===== config.mk =====
export PLATFORM = sky130hd
export DESIGN_NAME = frame_rom_arbiter
export DESIGN_NICKNAME = d
export VERILOG_FILES = /design/src/rtl/frame_rom_arbiter.sv
export SDC_FILE = /design/constraint.sdc
export NUM_CORES = 1
export LEC_CHECK = 0
export ABC_AREA = 0
export CAP_MARGIN = 20
export CORE_MARGIN = 2
export CORE_UTILIZATION = 40
export CTS_BUF_LIST = sky130_fd_sc_hd__clkbuf_8
export CTS_CLUSTER_SIZE = 12
export DETAILED_ROUTE_END_ITERATION = 7
export MAX_ROUTING_LAYER = met4
export PLACE_DENSITY = 0.69
export SETUP_SLACK_MARGIN = 0.4
export SLEW_MARGIN = 10
export SYNTH_ARGS = -nofsm -noshare
export SYNTH_HDL_FRONTEND = slang
export SYNTH_SLANG_ARGS = --single-unit

===== constraint.sdc =====
create_clock -name Clk -period 3 [get_ports Clk]
set_input_delay 0.45 -clock Clk [delete_from_list [all_inputs] [get_ports Clk]]
set_output_delay 0.45 -clock Clk [all_outputs]
set_load 0.03 [all_outputs]

===== src/rtl/frame_rom_arbiter.sv =====
// Arbiter that shares one synchronous sprite/background ROM read port among NUM_REQ requesters.
// It steers each returned palette index back to the requester that issued the read.
module frame_rom_arbiter #(
  parameter int NUM_REQ    = 3,
  parameter int ADDR_W     = 17,
  parameter int DATA_W     = 4,
  parameter int ROM_LAT    = 1,
  parameter int PRI0_EN    = 1,
  parameter int STARVE_MAX = 8
) (
  input  logic                      Clk,
  input  logic                      Reset_n,
  input  logic [NUM_REQ-1:0]        req,
  input  logic [NUM_REQ*ADDR_W-1:0] addr,
  output logic [NUM_REQ-1:0]        gnt,
  output logic                      rom_rd,
  output logic [ADDR_W-1:0]         rom_addr,
  input  logic [DATA_W-1:0]         rom_data,
  output logic [NUM_REQ-1:0]        rd_valid,
  output logic [DATA_W-1:0]         rd_data
);

  localparam int         IDX_W     = $clog2(NUM_REQ);
  localparam logic [7:0] STARVE_TH = 8'(STARVE_MAX);

  logic [IDX_W-1:0]   ptr;
  logic [7:0]         starve_cnt [NUM_REQ];
  logic [NUM_REQ-1:0] starved;
  logic               win_any;
  logic               win_pri;
  logic [IDX_W-1:0]   win_idx;
  logic [NUM_REQ-1:0] win_oh;
  logic [ADDR_W-1:0]  win_addr;
  logic [ROM_LAT-1:0] pipe_vld;
  logic [IDX_W-1:0]   pipe_id [ROM_LAT];

  always_comb begin
    for (int i = 0; i < NUM_REQ; i++) begin
      starved[i] = req[i] && (starve_cnt[i] >= STARVE_TH);
    end
  end

  // Starvation override, then fixed priority for req 0, then round-robin from ptr.
  always_comb begin
    win_any = 1'b0;
    win_pri = 1'b0;
    win_idx = '0;
    for (int i = 0; i < NUM_REQ; i++) begin
      if (!win_any && starved[i]) begin
        win_any = 1'b1;
        win_idx = IDX_W'(i);
      end
    end
    if (!win_any && (PRI0_EN != 0) && req[0]) begin
      win_any = 1'b1;
      win_pri = 1'b1;
      win_idx = '0;
    end
    for (int i = 0; i < NUM_REQ; i++) begin
      if (!win_any && req[i] && (IDX_W'(i) >= ptr)) begin
        win_any = 1'b1;
        win_idx = IDX_W'(i);
      end
    end
    for (int i = 0; i < NUM_REQ; i++) begin
      if (!win_any && req[i]) begin
        win_any = 1'b1;
        win_idx = IDX_W'(i);
      end
    end
  end

  always_comb begin
    win_addr = '0;
    for (int i = 0; i < NUM_REQ; i++) begin
      win_oh[i] = win_any && (win_idx == IDX_W'(i));
      if (win_idx == IDX_W'(i)) win_addr = addr[i*ADDR_W +: ADDR_W];
    end
  end

  assign gnt = Reset_n ? win_oh : '0;

  always_ff @(posedge Clk or negedge Reset_n) begin
    if (!Reset_n) begin
      ptr      <= '0;
      rom_rd   <= 1'b0;
      rom_addr <= '0;
      pipe_vld <= '0;
      rd_valid <= '0;
      rd_data  <= '0;
      for (int i = 0; i < NUM_REQ; i++) starve_cnt[i] <= '0;
      for (int s = 0; s < ROM_LAT; s++) pipe_id[s] <= '0;
    end else begin
      if (win_any && !win_pri) begin
        ptr <= (win_idx == IDX_W'(NUM_REQ - 1)) ? '0 : win_idx + 1'b1;
      end
      for (int i = 0; i < NUM_REQ; i++) begin
        if (req[i] && !gnt[i]) begin
          starve_cnt[i] <= (starve_cnt[i] == 8'hFF) ? 8'hFF : starve_cnt[i] + 8'd1;
        end else begin
          starve_cnt[i] <= '0;
        end
      end
      rom_rd <= win_any;
      if (win_any) rom_addr <= win_addr;
      // Last ID stage lines up with rom_data, ROM_LAT edges after the issue edge.
      pipe_vld[0] <= win_any;
      pipe_id[0]  <= win_idx;
      for (int s = 1; s < ROM_LAT; s++) begin
        pipe_vld[s] <= pipe_vld[s-1];
        pipe_id[s]  <= pipe_id[s-1];
      end
      for (int i = 0; i < NUM_REQ; i++) begin
        rd_valid[i] <= pipe_vld[ROM_LAT-1] && (pipe_id[ROM_LAT-1] == IDX_W'(i));
      end
      if (pipe_vld[ROM_LAT-1]) rd_data <= rom_data;
    end
  end

endmodule


==> results of run 1 <==
## per-layer routing
metal  global-route usage (%)  vias up  wire (um)
li1                         -     1316          -
met1                     27.9     1380       3910
met4                     5.18        0        125
met2                     30.4       86       3780
met3                     4.32       13        515
met5                        -        -          0
## power breakdown
| group | internal [mW] | switching (mW) | leakage, nW | total (mW) |
|---|---|---|---|---|
| registers | 0.766 | 0.0385 | 0.675 | 0.804 |
| clock network | 0.171 | 0.270 | 0.0487 | 0.441 |
| logic | 0.213 | 0.232 | 1.00 | 0.445 |
## logic make-up after synthesis
kind of cell	after synthesis
multiplexers	23
buffers and inverters	32
XOR/XNOR	10
adder cells (fa/ha/maj)	6
AO/OA/AOI/OAI	94
AND/OR/NAND/NOR	80
flip-flops	53
## sequential cells by signal, indices dropped and copies added (netlist names)
name / cells
starve_cnt: 24
rom_addr: 17
rd_data: 4
rd_valid: 3
pipe_id: 2
ptr: 2
pipe_vld: 1
## cells in the mapped netlist (2+ instances only)
master,n,area share [%]
xnor2_1,4,1.2
xor2_1,6,1.7
ha_1,6,2.5
inv_2,2,0.25
a211oi_1,2,0.50
nand3_1,26,4.3
a21oi_1,32,5.3
nor2_1,11,1.4
buf_2,4,0.66
o21ai_0,6,0.99
and3b_1,2,0.58
o21ai_4,2,1.1
buf_6,5,1.9
and3_1,6,1.2
nand4_1,4,0.83
and2_1,2,0.41
o21a_1,4,0.99
nor3_1,13,2.2
dfrtp_1,53,44
a22o_1,17,4.9
a32oi_1,17,4.9
mux2_2,4,1.5
o21ai_2,4,1.2
inv_1,16,2.0
mux2i_1,19,6.3
and4_1,2,0.58
or2_2,2,0.41
clkbuf_1,4,0.50
or4_4,2,0.74
nand2_1,7,0.87
## final timing paths
path / startpoint / to / cells after the start
max in group asynchronous: Reset_n / rom_addr[14] / 2
min: Reset_n / starve_cnt[6] / 2
max: starve_cnt[6] / gnt[2] / 6
min reg2reg: pipe_id[0] / rd_valid[0] / 1
max reg2reg: starve_cnt[22] / rom_addr[16] / 4
min in group Clk: pipe_id[0] / rd_valid[0] / 1
## timing repair
action / in CTS / in global routing
setup endpoints to repair: 3 / 3
buffers inserted: 1 / 9
cloned: 0 / 1
hold endpoints to repair: 0 / 0
gates resized for setup: 16 / 7
pin swaps: 1 / 7
## critical path, stage by stage, from the launching register on
cell	delay (ns)
dfrtp_1	0.42
or4_4	0.55
o21a_4	0.26
o21a_1	0.20
o21ai_4	0.16
nor2_2	0.05
buf_6	0.13
## metrics by stage
| stage | hold WS, ns | instances |
|---|---|---|
| 3_3_place_gp | 0.428 | 480 |
| 5_1_grt | 0.152 | 499 |
| 6_report | 0.143 | 499 |
| 4_1_cts | 0.149 | 489 |
| 2_1_floorplan | 0.154 | 298 |
| 3_5_place_dp | 0.433 | 480 |
## layout make-up
class / count / area [um^2]
Inverter: 18 / 67.6
Timing Repair Buffer: 108 / 1050
Clock inverter: 3 / 26.3
Sequential cell: 53 / 1330
Tap cell: 99 / 124
Multi-Input combinational cell: 213 / 1570
Clock buffer: 5 / 68.8
Fill cell: 680 / 3060
==> results.cfg, run 1 <==
[status]
status = complete, no violations

[die]
die_h_um = 91.0
dieArea_um2 = 8270
coreArea_um2 = 7290
dieWidth_um = 91.0
rows = 31
start_util_pct = 41.5
io_pins = 88

[final_layout]
finalNetCount = 465
final_core_util_pct = 58.0
drive_gt1_share_pct = 14.5
final_area_um2 = 4230
syn2layout_area_growth_pct = 39.9
mostFrequentLayoutCell = clkdlybuf4s50_1
mostFrequentLayoutCells = clkdlybuf4s50_1 (83), dfrtp_1 (53), a21oi_1 (32)
antenna_cells = 0

[clock_tree]
clock_latency_ns = 0.32
tritoncts = yes
numCtsBuffers = 5
path_clk_slew_ns = 0.11
cts_hold_buffers = 0
root_buffer = clkbuf_8
ctsHtreeMaxLevel = 2
clock_path_buffers = 2
clock-sinks = 53

[power_and_ir_drop]
p_per_area_nw_per_um2 = 399
p_total_mw = 1.69
power.leakage_nw = 1.72
ir_drop_v = 0.000206

[synthesis]
syn_area_per_cell_um2 = 10.1
synth_top_family_by_area = compound AO/OA/AOI/OAI gates
yosys_register_bits = 53
synth-simple-area-share_pct = 14.3
yosysWarnings = 0
synthesis.nets = 364
synth-main-ff-cell = dfrtp_1
synthAdderAreaFrac_pct = 2.48
synth_edf_count = 0
synthArstFlopShare_pct = 100
synth_xor_area_share_pct = 2.90
synth_cells = 298
synth.yosys.seq_area_share_pct = 43.9
synth_area_um2 = 3020
yosys.cell_types.count = 44
synthMuxAreaShare_pct = 7.78
synth-compound-area-share_pct = 23.2

[critical_path]
critical_path_peak_fanout = 5
cp.required_ns = 2.55
endpoint_kind = output port
crit_type = flip-flop to output port
startpoint_type = flip-flop
ff2ff_setup_slack_ns = 0.60
critPathArrivalTime_ns = 2.10

[routing]
drt_first_pass_iters = 4
vias_per_cell = 5.60
finalWirelength_um = 8330
drtIter0Drc = 133
route.detailed.drc = 0
ant_nets = 0
via_count = 2795
wl_per_cell_um = 16.7

[global_route]
grt_pass1_wl_um = 13300
grt_max_degree = 41
grt_pass1_vias = 2635
gr-total-overflow = 0
antenna_found_initial = 0
grt_usage_pct = 20.2

[sta]
fin_setup_tns_ns = 0
slew_viol_final = 0
clock.fmax_mhz = 392
rsz0062_at_grt = true
setup_viol = 0
worst_slew_pin_slew_ns = 0.915
setup_ws_ns = 0.450
fin_skew_ns = 0.0110
fin_crit_sh_pct = 85.0
period_minus_slack_ns = 2.55
max_slew_margin_pct = 39.0
hold_violations = 0

[placed_design]
dp_hpwl_um = 5570
dpl-instance-area_um2 = 3990
routabilityCongestion = 0.860
io_buffers = 87
dpl_worst_slack_ns = 0.143

[hold_path]
hp-class = input pin to async pin

[run]
maxCapViolCount = 0
Power figures use the tool's default switching activity.
==> run 2: changes to the inputs <==
Settings changed: CORE_ASPECT_RATIO set to 0.8, DONT_BUFFER_PORTS set to 1, MAX_ROUTING_LAYER met4 to not set, PLACE_DENSITY 0.69 to not set.
==> run 2 against run 1 <==
Compared with the run above:
- fmax hardly changed
- worst hold slack got worse by 0.14 ns
- sequential power increased by 11%
- clock skew is 0.0072 ns lower
- clock power fell by 6.8%
- flip-flop and latch count is the same
- largest power group unchanged
==> results.cfg, run 2 (synthesis gave the netlist of run 1 again) <==
[critical_path]
crit_type = flip-flop to output port
rr_worst_depth = 4
critPathTopFamily = simple AND/OR/NAND/NOR gates
cp.depth = 6
cp.required_ns = 2.55
critical_path_peak_fanout = 6
timing.rr.start = starve_cnt[22]
critical_path.startpoint = starve_cnt[6]
crit_chain = or4_4 > o21a_4 > o21a_1 > o21ai_4 > nor2_1 > buf_4
startpoint_type = flip-flop
crit_path_max_incr_delay_ns = 0.56
endpoint_kind = output port
crit_buf_inv = 1
critPathArrivalTime_ns = 2.10
timing.critical_path.slowest_stage_cell = or4_4

[global_route]
antenna_found_initial = 0
grt_pass1_wl_um = 10800
gr-total-overflow = 0
grt_usage_pct = 16.5
grt_max_degree = 54
grt_pass1_vias = 2201

[final_layout]
mostFrequentLayoutCells = dfrtp_1 (53), a21oi_1 (32), nand3_1 (26)
mostFrequentLayoutCell = dfrtp_1
largestRegisters = starve_cnt (24), rom_addr (17), rd_data (4)
multi_input_area_um2 = 1550
antenna_cells = 0
finalNetCount = 369
largest_register = starve_cnt
fill_cells = 702
drive_gt1_share_pct = 13.9
syn2layout_area_growth_pct = 7.65
layout.area.seq_um2 = 1330
largest_reg_flops = 24
final_core_util_pct = 44.3

[sta]
fin_skew_ns = 0.00387
fin_crit_sh_pct = 85.1
slew_viol_final = 0
worst_slew_pin_slew_ns = 0.819
rsz0062_at_grt = true
max_slew_margin_pct = 45.4
setup_viol = 0
fin_setup_tns_ns = 0
period_minus_slack_ns = 2.55
timing.hold.ws_ns = 0.00811
hold_violations = 0
clock.fmax_mhz = 392

[power_and_ir_drop]
clockPowerShare_pct = 27.6
p_seq_share_pct = 60.2
comb_power_share_pct = 12.2
power.leakage_nw = 1.32
switching_share_pct = 30.9
p_int_mw = 1.03
ir_drop_v = 0.000289
p_per_area_nw_per_um2 = 457
power.switching_uw = 460

[die]
io_pins = 88
dieArea_um2 = 8280
start_util_pct = 41.1
rows = 28
dieWidth_um = 101
die_h_um = 81.8
coreArea_um2 = 7360

[placed_design]
routabilityCongestion = 0.767
dp_hpwl_um = 4760
io_buffers = 0

[clock_tree]
numCtsBuffers = 5
root_buffer = clkbuf_8
tritoncts = yes
clock-sinks = 53
path_clk_slew_ns = 0.09
clock_path_buffers = 2
ctsHtreeMaxLevel = 2
clock_latency_ns = 0.29

[routing]
drtIter0Drc = 138
ant_nets = 0
via_count = 2374
wl_per_cell_um = 17.6
drt_first_pass_iters = 4
finalWirelength_um = 6910
vias_per_cell = 6.04
route.detailed.drc = 0

[hold_path]
hp-class = input pin to async pin

[status]
status = complete, no violations

[run]
maxCapViolCount = 0
[run 2: timing repair]
item,in CTS,in global routing
hold buffers,1,0
endpoints found under the setup margin,0,3
gates resized for setup,0,3
setup buffers,0,3
hold endpoints to repair,53,0
[run 2: power groups by stage]
stage	combinational, mW	clock [mW]	sequential (mW)
after floorplan	0.143	0	0.895
after global routing	0.205	0.464	0.903
after detailed placement	0.166	0	0.909
after global placement	0.162	0	0.909
after CTS	0.184	0.429	0.895
final	0.182	0.411	0.895
[run 2: area by class of cell]
class	instances	share of cell area [%]
timing repair buffer	12	3.38
multi-input combinational	213	47.6
inverter	18	2.08
sequential	53	40.7
clock inverter	1	0.231
tap	90	3.46
clock buffer	6	2.54
[run 2: metal layers]
metal / track usage, % / share of wire (%) / up-vias
met2: 23.9 / 45 / 77
met1: 24.2 / 47 / 1163
met4: 3.92 / 0.98 / 0
met5: 0 / 0 / -
met3: 4.77 / 7.0 / 6
li1: - / - / 1128
[run 2: path summary, 6_finish.rpt]
| kind | end | slack, ns |
|---|---|---|
| min in group Clk | rd_data[3] | 0.30 |
| max in group asynchronous | starve_cnt[3] | 2.76 |
| min | starve_cnt[23] | 0.008 |
| min reg2reg | rd_valid[0] | 0.45 |
| max reg2reg | rom_addr[6] | 0.72 |
| max | gnt[2] | 0.45 |
[run 2: per-stage QoR]
step / worst slack, ns / cell area [um^2] / cells / power [mW]
2_1_floorplan: 0.492 / 3020 / 298 / 1.04
3_3_place_gp: 0.734 / 3100 / 382 / 1.07
3_5_place_dp: 0.706 / 3100 / 382 / 1.07
4_1_cts: 0.425 / 3220 / 390 / 1.51
5_1_grt: 0.336 / 3260 / 393 / 1.57
6_report: 0.447 / 3260 / 393 / 1.49
